**config.mk**
```make
export PLATFORM = sky130hd
export DESIGN_NAME = config_loader
export DESIGN_NICKNAME = d
export VERILOG_FILES = /design/src/rtl/config_loader.sv
export SDC_FILE = /design/constraint.sdc
export NUM_CORES = 1
export LEC_CHECK = 0
export ABC_AREA = 1
export BUFFER_PORTS_ARGS = -buffer_cell sky130_fd_sc_hd__buf_4
export CELL_PAD_IN_SITES_DETAIL_PLACEMENT = 2
export CELL_PAD_IN_SITES_GLOBAL_PLACEMENT = 2
export CORE_UTILIZATION = 28
export CTS_BUF_LIST = sky130_fd_sc_hd__clkbuf_4 sky130_fd_sc_hd__clkbuf_8 sky130_fd_sc_hd__clkbuf_16
export DETAILED_ROUTE_END_ITERATION = 8
export PLACE_DENSITY = 0.81
export SYNTH_ARGS = -nofsm -noshare
export SYNTH_HDL_FRONTEND = slang
export SYNTH_SLANG_ARGS = --single-unit
```
**constraint.sdc**
```tcl
create_clock -name clk -period 1.8 [get_ports clk]
set_input_delay 0.27 -clock clk [delete_from_list [all_inputs] [get_ports clk]]
set_output_delay 0.27 -clock clk [all_outputs]
set_load 0.01 [all_outputs]
```
**src/rtl/config_loader.sv**
```systemverilog
// Write-side sequencer for a config latch bank: takes config words over a
// valid/ready handshake and drives a registered data bus plus one-hot,
// registered per-word latch enables, with data stable one cycle before,
// during and one cycle after every enable pulse.
module config_loader #(
    parameter int WORD_W    = 32,
    parameter int NUM_WORDS = 12,
    parameter int IDX_W     = (NUM_WORDS > 1) ? $clog2(NUM_WORDS) : 1
) (
    input  logic                 clk,
    input  logic                 reset,
    input  logic                 io_start,
    input  logic                 io_abort,
    input  logic                 io_in_valid,
    output logic                 io_in_ready,
    input  logic [WORD_W-1:0]    io_in_data,
    output logic [WORD_W-1:0]    io_d_out,
    output logic [NUM_WORDS-1:0] io_configs_en,
    output logic                 io_busy,
    output logic                 io_done,
    output logic [IDX_W-1:0]     io_word_idx
);

    typedef enum logic [2:0] {
        S_IDLE,
        S_WAIT,
        S_SETUP,
        S_STROBE,
        S_HOLD,
        S_DONE
    } state_e;

    localparam logic [IDX_W-1:0] LAST_IDX = IDX_W'(NUM_WORDS - 1);

    state_e                state_q, state_d;
    logic                  ready_q, ready_d;
    logic [WORD_W-1:0]     d_out_q, d_out_d;
    logic [NUM_WORDS-1:0]  en_q, en_d;
    logic                  busy_q, busy_d;
    logic                  done_q, done_d;
    logic [IDX_W-1:0]      idx_q, idx_d;

    // Next-state and next-output computation; every output is the registered
    // value for the state being entered, so enables never decode inputs directly.
    always_comb begin
        state_d = state_q;
        ready_d = ready_q;
        d_out_d = d_out_q;
        en_d    = '0;
        busy_d  = busy_q;
        done_d  = 1'b0;
        idx_d   = idx_q;

        case (state_q)
            S_IDLE: begin
                if (io_start && !io_abort) begin
                    state_d = S_WAIT;
                    ready_d = 1'b1;
                    busy_d  = 1'b1;
                    idx_d   = '0;
                end
            end
            S_WAIT: begin
                if (io_in_valid && ready_q) begin
                    d_out_d = io_in_data;
                    ready_d = 1'b0;
                    state_d = S_SETUP;
                end
            end
            S_SETUP: begin
                state_d = S_STROBE;
                en_d    = NUM_WORDS'(1) << idx_q;
            end
            S_STROBE: begin
                state_d = S_HOLD;
            end
            S_HOLD: begin
                if (idx_q == LAST_IDX) begin
                    state_d = S_DONE;
                    done_d  = 1'b1;
                end else begin
                    idx_d   = idx_q + IDX_W'(1);
                    state_d = S_WAIT;
                    ready_d = 1'b1;
                end
            end
            S_DONE: begin
                state_d = S_IDLE;
                busy_d  = 1'b0;
                idx_d   = '0;
            end
            default: begin
                state_d = S_IDLE;
                ready_d = 1'b0;
                busy_d  = 1'b0;
                idx_d   = '0;
            end
        endcase

        // Abort overrides everything outside IDLE; the data bus keeps its value.
        if (io_abort && (state_q != S_IDLE)) begin
            state_d = S_IDLE;
            ready_d = 1'b0;
            d_out_d = d_out_q;
            en_d    = '0;
            busy_d  = 1'b0;
            done_d  = 1'b0;
            idx_d   = '0;
        end
    end

    // State and output registers; async reset clears the enables immediately.
    always_ff @(posedge clk or negedge reset) begin
        if (!reset) begin
            state_q <= S_IDLE;
            ready_q <= 1'b0;
            d_out_q <= '0;
            en_q    <= '0;
            busy_q  <= 1'b0;
            done_q  <= 1'b0;
            idx_q   <= '0;
        end else begin
            state_q <= state_d;
            ready_q <= ready_d;
            d_out_q <= d_out_d;
            en_q    <= en_d;
            busy_q  <= busy_d;
            done_q  <= done_d;
            idx_q   <= idx_d;
        end
    end

    assign io_in_ready   = ready_q;
    assign io_d_out      = d_out_q;
    assign io_configs_en = en_q;
    assign io_busy       = busy_q;
    assign io_done       = done_q;
    assign io_word_idx   = idx_q;

endmodule

```
==> summary.txt, run 1 <==
Status
  – Status: finished, violations left
  – Failing checks: hold timing

Drt
  – Wire length on met2: around 3300 microns
  – Initial DRC Count: 37
  – Routed wl met3: 233 microns
  – Top sig layer: met4
  – DR pass1 iterations: 4
  – WL/cell: around 14 microns
  – Post-route ant nets: 0
  – Vias: 2001
  – Post-Route WL: roughly 6100 microns
  – Remaining DRCs: 0
  – Vias per cell: between 4 and 5
  – M1 wire length: 2546 microns

Yosys
  – Yosys cell types: 23
  – Post-synth EDFFs: 0
  – Cells after synthesis: 249
  – Post-Syn Area per Cell: 9.427 sq um
  – FF+latch count, synth: 54
  – Primary FF master, synth: dfrtp_1
  – Syn. warnings: 0
  – Syn_nets: 292
  – Register area share after synthesis: 57.57%
  – Post-synth ARST share: 100.0%
  – Mapped cell area: 2347 sq um

Critical path
  – Max FO, Critical Path: 64
  – CP max stage delay: about 0.52 ns
  – R2R cell count: 6
  – Critical path, cell by cell: inv_1 -> nor2_4 -> nand4_4 -> buf_4 -> nand2_1 -> o21ai_1
  – CP Launch Type: flop
  – Critical path class: flop to flop
  – CP startpoint: state_q[0]
  – CP delay by family, top: buffers and inverters
  – Critical Path AT: 1.83 ns
  – Crit. End Element: flop
  – CP max stage cell: buf_4
  – Worst r2r dst: io_d_out[6]
  – CP bufs+invs: 2
  – Critical Path RT: 2.04 ns
  – R2r setup slk: ~0.20 ns
  – Reg2reg start: state_q[0]

STA
  – Final hold vios: 2
  – Final worst path period share: 88.68%
  – Layout Skew: 0.005611 ns
  – Final setup TNS: 0 ns
  – Slew @ Worst Pin: 0.7183 ns
  – Min Tclk post-route: about 1.6 ns
  – Hold_ws: -0.009800 ns
  – Slew Limit Fails: 0
  – Max-slew headroom: 52.12%
  – Fmax: about 630 MHz
  – Unrepaired setup endpoints after global routing: no
  – Final setup fails: 0
  – Final WS setup: 0.2038 ns

Cells and area
  – Antenna cell count: 0
  – Sequential Area: about 1400 sq um
  – Share of cells above drive strength 1: 33.04%
  – Final nets: 381
  – Multi-input gate area: roughly 740 sq um
  – Most frequent cells in the layout: 89 x buf_4, 58 x nand2_1, 54 x dfrtp_1
  – Leading cell type in the layout, fill and taps excluded: buf_4
  – Area delta synth->final: 35.13%
  – Filler instances: 950

Global routing
  – First-pass GRT wire length: 10030 microns
  – Total gr overflow: 0
  – Total Routing Usage GR: 14.72%
  – Largest net degree at the start of global routing: 65
  – Initial antenna violation count: 0
  – Vias in the first global route: 2087

CTS
  – CTS H-tree lvls: 2
  – Sink Count: 54
  – Root Buffer: clkbuf_8
  – Max clock buf depth: 2
  – Clk Latency, worst-skew pair: 0.31 ns
  – TritonCTS Buffers: 5
  – CTS tree: done
  – Setup Buffers After CTS: 0
  – Clock transition at path regs: roughly 0.1 ns

Placed design
  – I/O Buffers: 87
  – Pre-CTS setup slack: 0.1888 ns
  – Routability cong.: 0.7224
  – Final HPWL DP: around 4600 microns

Pwr
  – Leak: ~1.7 nW
  – Cell area power density: 1353 nW/um^2
  – Maximum vdd drop: just under 0.0005 V

Floorplan
  – Die area: 8753 sq um
  – Ports: 88
  – Core Area: approximately 8200 sq um
  – Die Span Y: 93.56 microns
  – Die Wd: 93.56 microns
  – Number of placement rows: 33
  – Initial Utilization: 28.71%

Flow run
  – Max cap viols: 0

Min path
  – Worst Hold Class: input pin to asynchronous set/reset pin
sequential cells by signal, indices dropped and copies added, names as in the netlist:
name	count
io_busy	1
io_configs_en	12
io_d_out	32
io_done	1
io_in_ready	1
io_word_idx	4
state_q	3
how the worst max path moves through the flow:
stage,cells past startpoint,slack (ns),endpoint
after floorplan,6,0.46,io_word_idx[3]
after global placement,6,0.30,io_d_out[0]
after detailed placement,5,0.19,io_configs_en[5]
after CTS,5,0.11,io_configs_en[5]
after global routing,5,0.02,io_configs_en[10]
final,6,0.20,io_d_out[6]
stage by stage:
step / power, mW / area [sq um] / hold slack [ns] / instances / utilization (%)
6_report: 4.292 / 3172 / -0.009800 / 444 / 38.80
3_5_place_dp: 3.654 / 3074 / 0.3788 / 436 / 37.60
4_1_cts: 4.399 / 3167 / 0.02448 / 444 / 38.74
3_3_place_gp: 3.555 / 3074 / 0.3742 / 436 / 37.60
2_1_floorplan: 2.754 / 2347 / -0.02559 / 249 / -
5_1_grt: 4.645 / 3172 / 0.04464 / 444 / 38.80
logic make-up after synthesis:
group	count (synthesis)	share of synthesized area [%]
buffers and inverters	58	11.25
DFF	54	57.57
and+or+nand+nor	89	17.32
AOI/OAI and AO/OA	42	10.66
adders and majority gates	6	3.198
cells in the mapped netlist (3+ instances only):
cell type | instances | area share, %
nor3_1 | 3 | 0.64
nand3_1 | 7 | 1.5
inv_1 | 50 | 8.0
ha_1 | 6 | 3.2
o21ai_0 | 6 | 1.3
nor2_1 | 5 | 0.80
nand2_1 | 58 | 9.3
o21ai_1 | 23 | 4.9
dfrtp_1 | 54 | 58
buf_6 | 6 | 2.9
nor4_1 | 8 | 2.1
nand4_1 | 4 | 1.1
o21ai_2 | 9 | 3.4
worst register-to-register path, cell delays in order, from the launching register on:
cell and delay (ns):
dfrtp_1 0.45, inv_1 0.15, nor2_4 0.06, nand4_4 0.06
buf_4 0.52, nand2_1 0.18, o21ai_1 0.11
where the power goes:
| group | total [mW] | switching [mW] | internal, mW |
|---|---|---|---|
| Clock | 0.710 | 0.431 | 0.279 |
| Combinational | 1.70 | 0.890 | 0.807 |
| Sequential | 1.89 | 0.270 | 1.62 |
area by class of cell:
type | instances | share of cell area [%]
clock buffers | 5 | 2.170
clock inverters | 3 | 0.7495
inverters | 51 | 6.036
multi-input cells | 137 | 23.23
flip-flops and latches | 54 | 42.60
well taps | 105 | 4.142
repair buffers | 89 | 21.07
layer usage:
| metal | track usage [%] | up-vias |
|---|---|---|
| li1 | - | 963 |
| met3 | 3.089 | 8 |
| met5 | 0 | - |
| met4 | 4.231 | 0 |
| met1 | 17.14 | 985 |
| met2 | 27.02 | 45 |
repair_timing:
action	in CTS	in global routing
endpoints found under the setup margin	0	1
gates resized for setup	0	1
hold buffers	0	0
No activity file was read; power rests on OpenSTA's default activity.
==> inputs of run 2 (changes only) <==
--- a/config.mk
+++ b/config.mk
@@ -12,6 +12,8 @@
 export CORE_UTILIZATION = 28
 export CTS_BUF_LIST = sky130_fd_sc_hd__clkbuf_4 sky130_fd_sc_hd__clkbuf_8 sky130_fd_sc_hd__clkbuf_16
 export DETAILED_ROUTE_END_ITERATION = 8
+export HOLD_SLACK_MARGIN = 0.15
+export MAX_ROUTING_LAYER = met4
 export PLACE_DENSITY = 0.81
 export SYNTH_ARGS = -nofsm -noshare
 export SYNTH_HDL_FRONTEND = slang
==> run 2 against run 1 <==
- the run now ends clean
- sequential cell count unchanged
- sequential power about the same
- sequential share of layout area fell by 0.13 points
- design area is 0.32% higher
- clock skew shrank 0.0018 ns
==> summary.txt, run 2 (synthesis results as in run 1) <==
Cells and area
  – Multi-input gate area: 737.0 sq um
  – Cell Count, Final, Fillers Out: roughly 450
  – Final nets: 382
  – Share of cells above drive strength 1: 32.94%
  – Largest register FFs: 32
  – Post-route design area: 3182 sq um
  – Filler instances: 949
  – Area delta synth->final: 35.55%
  – Final Util: 38.92%
  – Antenna cell count: 0
  – Leading cell type in the layout, fill and taps excluded: buf_4
  – Most frequent cells in the layout: 89 x buf_4, 58 x nand2_1, 54 x dfrtp_1
  – Sequential Area: 1351 sq um

CTS
  – CTS tree: done
  – Sink Count: 54
  – TritonCTS Buffers: 5
  – Clk Latency, worst-skew pair: roughly 0.31 ns
  – Clock transition at path regs: 0.10 ns
  – Max clock buf depth: 2
  – CTS H-tree lvls: 2
  – Root Buffer: clkbuf_8

Placed design
  – Area post-placement: 3074 sq um
  – Final HPWL DP: between 4000 and 5000 microns
  – Inst Count DP: about 440
  – I/O Buffers: 87
  – Pre-CTS setup slack: about 0.19 ns
  – Routability cong.: 0.7309

Drt
  – Post-route ant nets: 0
  – Post-Route WL: around 6100 microns
  – Vias per cell: 4.501
  – WL/cell: 13.76 microns
  – Remaining DRCs: 0
  – DR pass1 iterations: 4
  – Vias: 2003
  – Initial DRC Count: 42

Min path
  – Hold Startpoint: io_in_data[29]
  – Worst hold path depth: 3
  – Worst Hold Class: input pin to flop

STA
  – Hold_ws: around 0.19 ns
  – Slew @ Worst Pin: 0.7185 ns
  – Layout Skew: 0.003771 ns
  – Slew Limit Fails: 0
  – Final setup TNS: 0 ns
  – Final hold vios: 0
  – Final setup fails: 0
  – Fmax: about 630 MHz
  – Max-slew headroom: a little over half
  – Final WS setup: ~0.20 ns
  – Final worst path period share: 88.72%
  – Min Tclk post-route: 1.597 ns
  – Unrepaired setup endpoints after global routing: no

Floorplan
  – Initial Utilization: 28.71%
  – Core Area: a little over 8000 sq um
  – Ports: 88
  – Die Wd: 93.56 microns
  – Number of placement rows: 33
  – Die Span Y: 93.56 microns
  – Die area: 8753 sq um

Pwr
  – Net Switching: 1.596 mW
  – Final Power: 4.300 mW
  – Cell area power density: 1351 nW/um^2
  – Leak: around 1.7 nW
  – Maximum vdd drop: slightly below 0.0005 V
  – Internal power: 2.703 mW
  – Sequential Power Share: 43.9%
  – Gate power share: just under 40%
  – Clock power share: 16.6%
  – Switching share of power: 37.12%

Global routing
  – Total gr overflow: 0
  – Largest net degree at the start of global routing: between 60 and 70
  – Met2 usage: approximately 27%
  – Total Routing Usage GR: 15.15%
  – Initial antenna violation count: 0
  – M1 GR Usage: 17.34%
  – M3 GR Usage: 3.008%
  – First-pass GRT wire length: 10050 microns
  – Most Crowded Layer GR: met2
  – Vias in the first global route: approximately 2.1k

Critical path
  – CP max stage delay: 0.49 ns
  – CP max stage cell: dfrtp_1
  – R2R cell count: 5
  – Critical Path AT: 1.80 ns
  – Crit. End Element: flop
  – Critical Path RT: 2.00 ns
  – CP dominant cell by count: nand2_1
  – Critical path, cell by cell: nor2_1 -> nand2_1 -> nand2_1 -> inv_2 -> nor4_1
  – Reg2reg start: state_q[1]
  – Critical path class: flop to flop
  – CP startpoint: state_q[1]
  – Max FO, Critical Path: 9
  – CP Launch Type: flop

Flow run
  – Max cap viols: 0

Status
  – Status: finished clean
run 2: changes by cell type in the layout (fill, tap and decap cells not counted):
cell	change
dlygate4sd3_1	+1
run 2: worst paths after layout:
kind                                         end  slack (ns)
max in group asynchronous           io_d_out[15]        0.78
worst max register to register  io_configs_en[2]        0.20
min in group asynchronous            io_in_ready        0.53
worst min register to register       io_d_out[0]        0.50
worst min-delay path                io_d_out[29]        0.19
worst max-delay path            io_configs_en[2]        0.20
run 2: power groups by stage:
stage / clock network [mW] / logic (mW) / registers (mW)
finish: 0.713 / 1.70 / 1.89
global route: 0.807 / 1.90 / 1.95
CTS: 0.762 / 1.74 / 1.90
detailed placement: 0 / 1.73 / 1.92
global placement: 0 / 1.66 / 1.90
floorplan: 0 / 0.700 / 2.05
run 2: worst max-delay path, delay by kind of cell, from the launching register on:
kind                   cells  cell delay [ns]
AND/OR/NAND/NOR            4             0.85
buffers and inverters      1             0.14
flip-flops                 1             0.49
run 2: area by class of cell:
| cell class | count | share of cell area [%] |
|---|---|---|
| timing repair buffer | 90 | 21.31 |
| clock buffer | 5 | 2.163 |
| inverter | 51 | 6.017 |
| multi-input combinational | 137 | 23.16 |
| clock inverter | 3 | 0.7471 |
| sequential | 54 | 42.47 |
| tap | 105 | 4.129 |
run 2: per-layer routing:
metal | part of all wire (%) | vias up
met3 | 3.9 | 7
met4 | 1.1 | 0
met5 | 0 | -
li1 | - | 962
met1 | 42 | 989
met2 | 53 | 45
run 2: what timing repair did:
item | in CTS | in global routing
setup endpoints to repair | 0 | 1
gates resized for setup | 0 | 1
hold endpoints to repair | 54 | 0
setup buffers | 0 | 0
hold buffers | 1 | 0
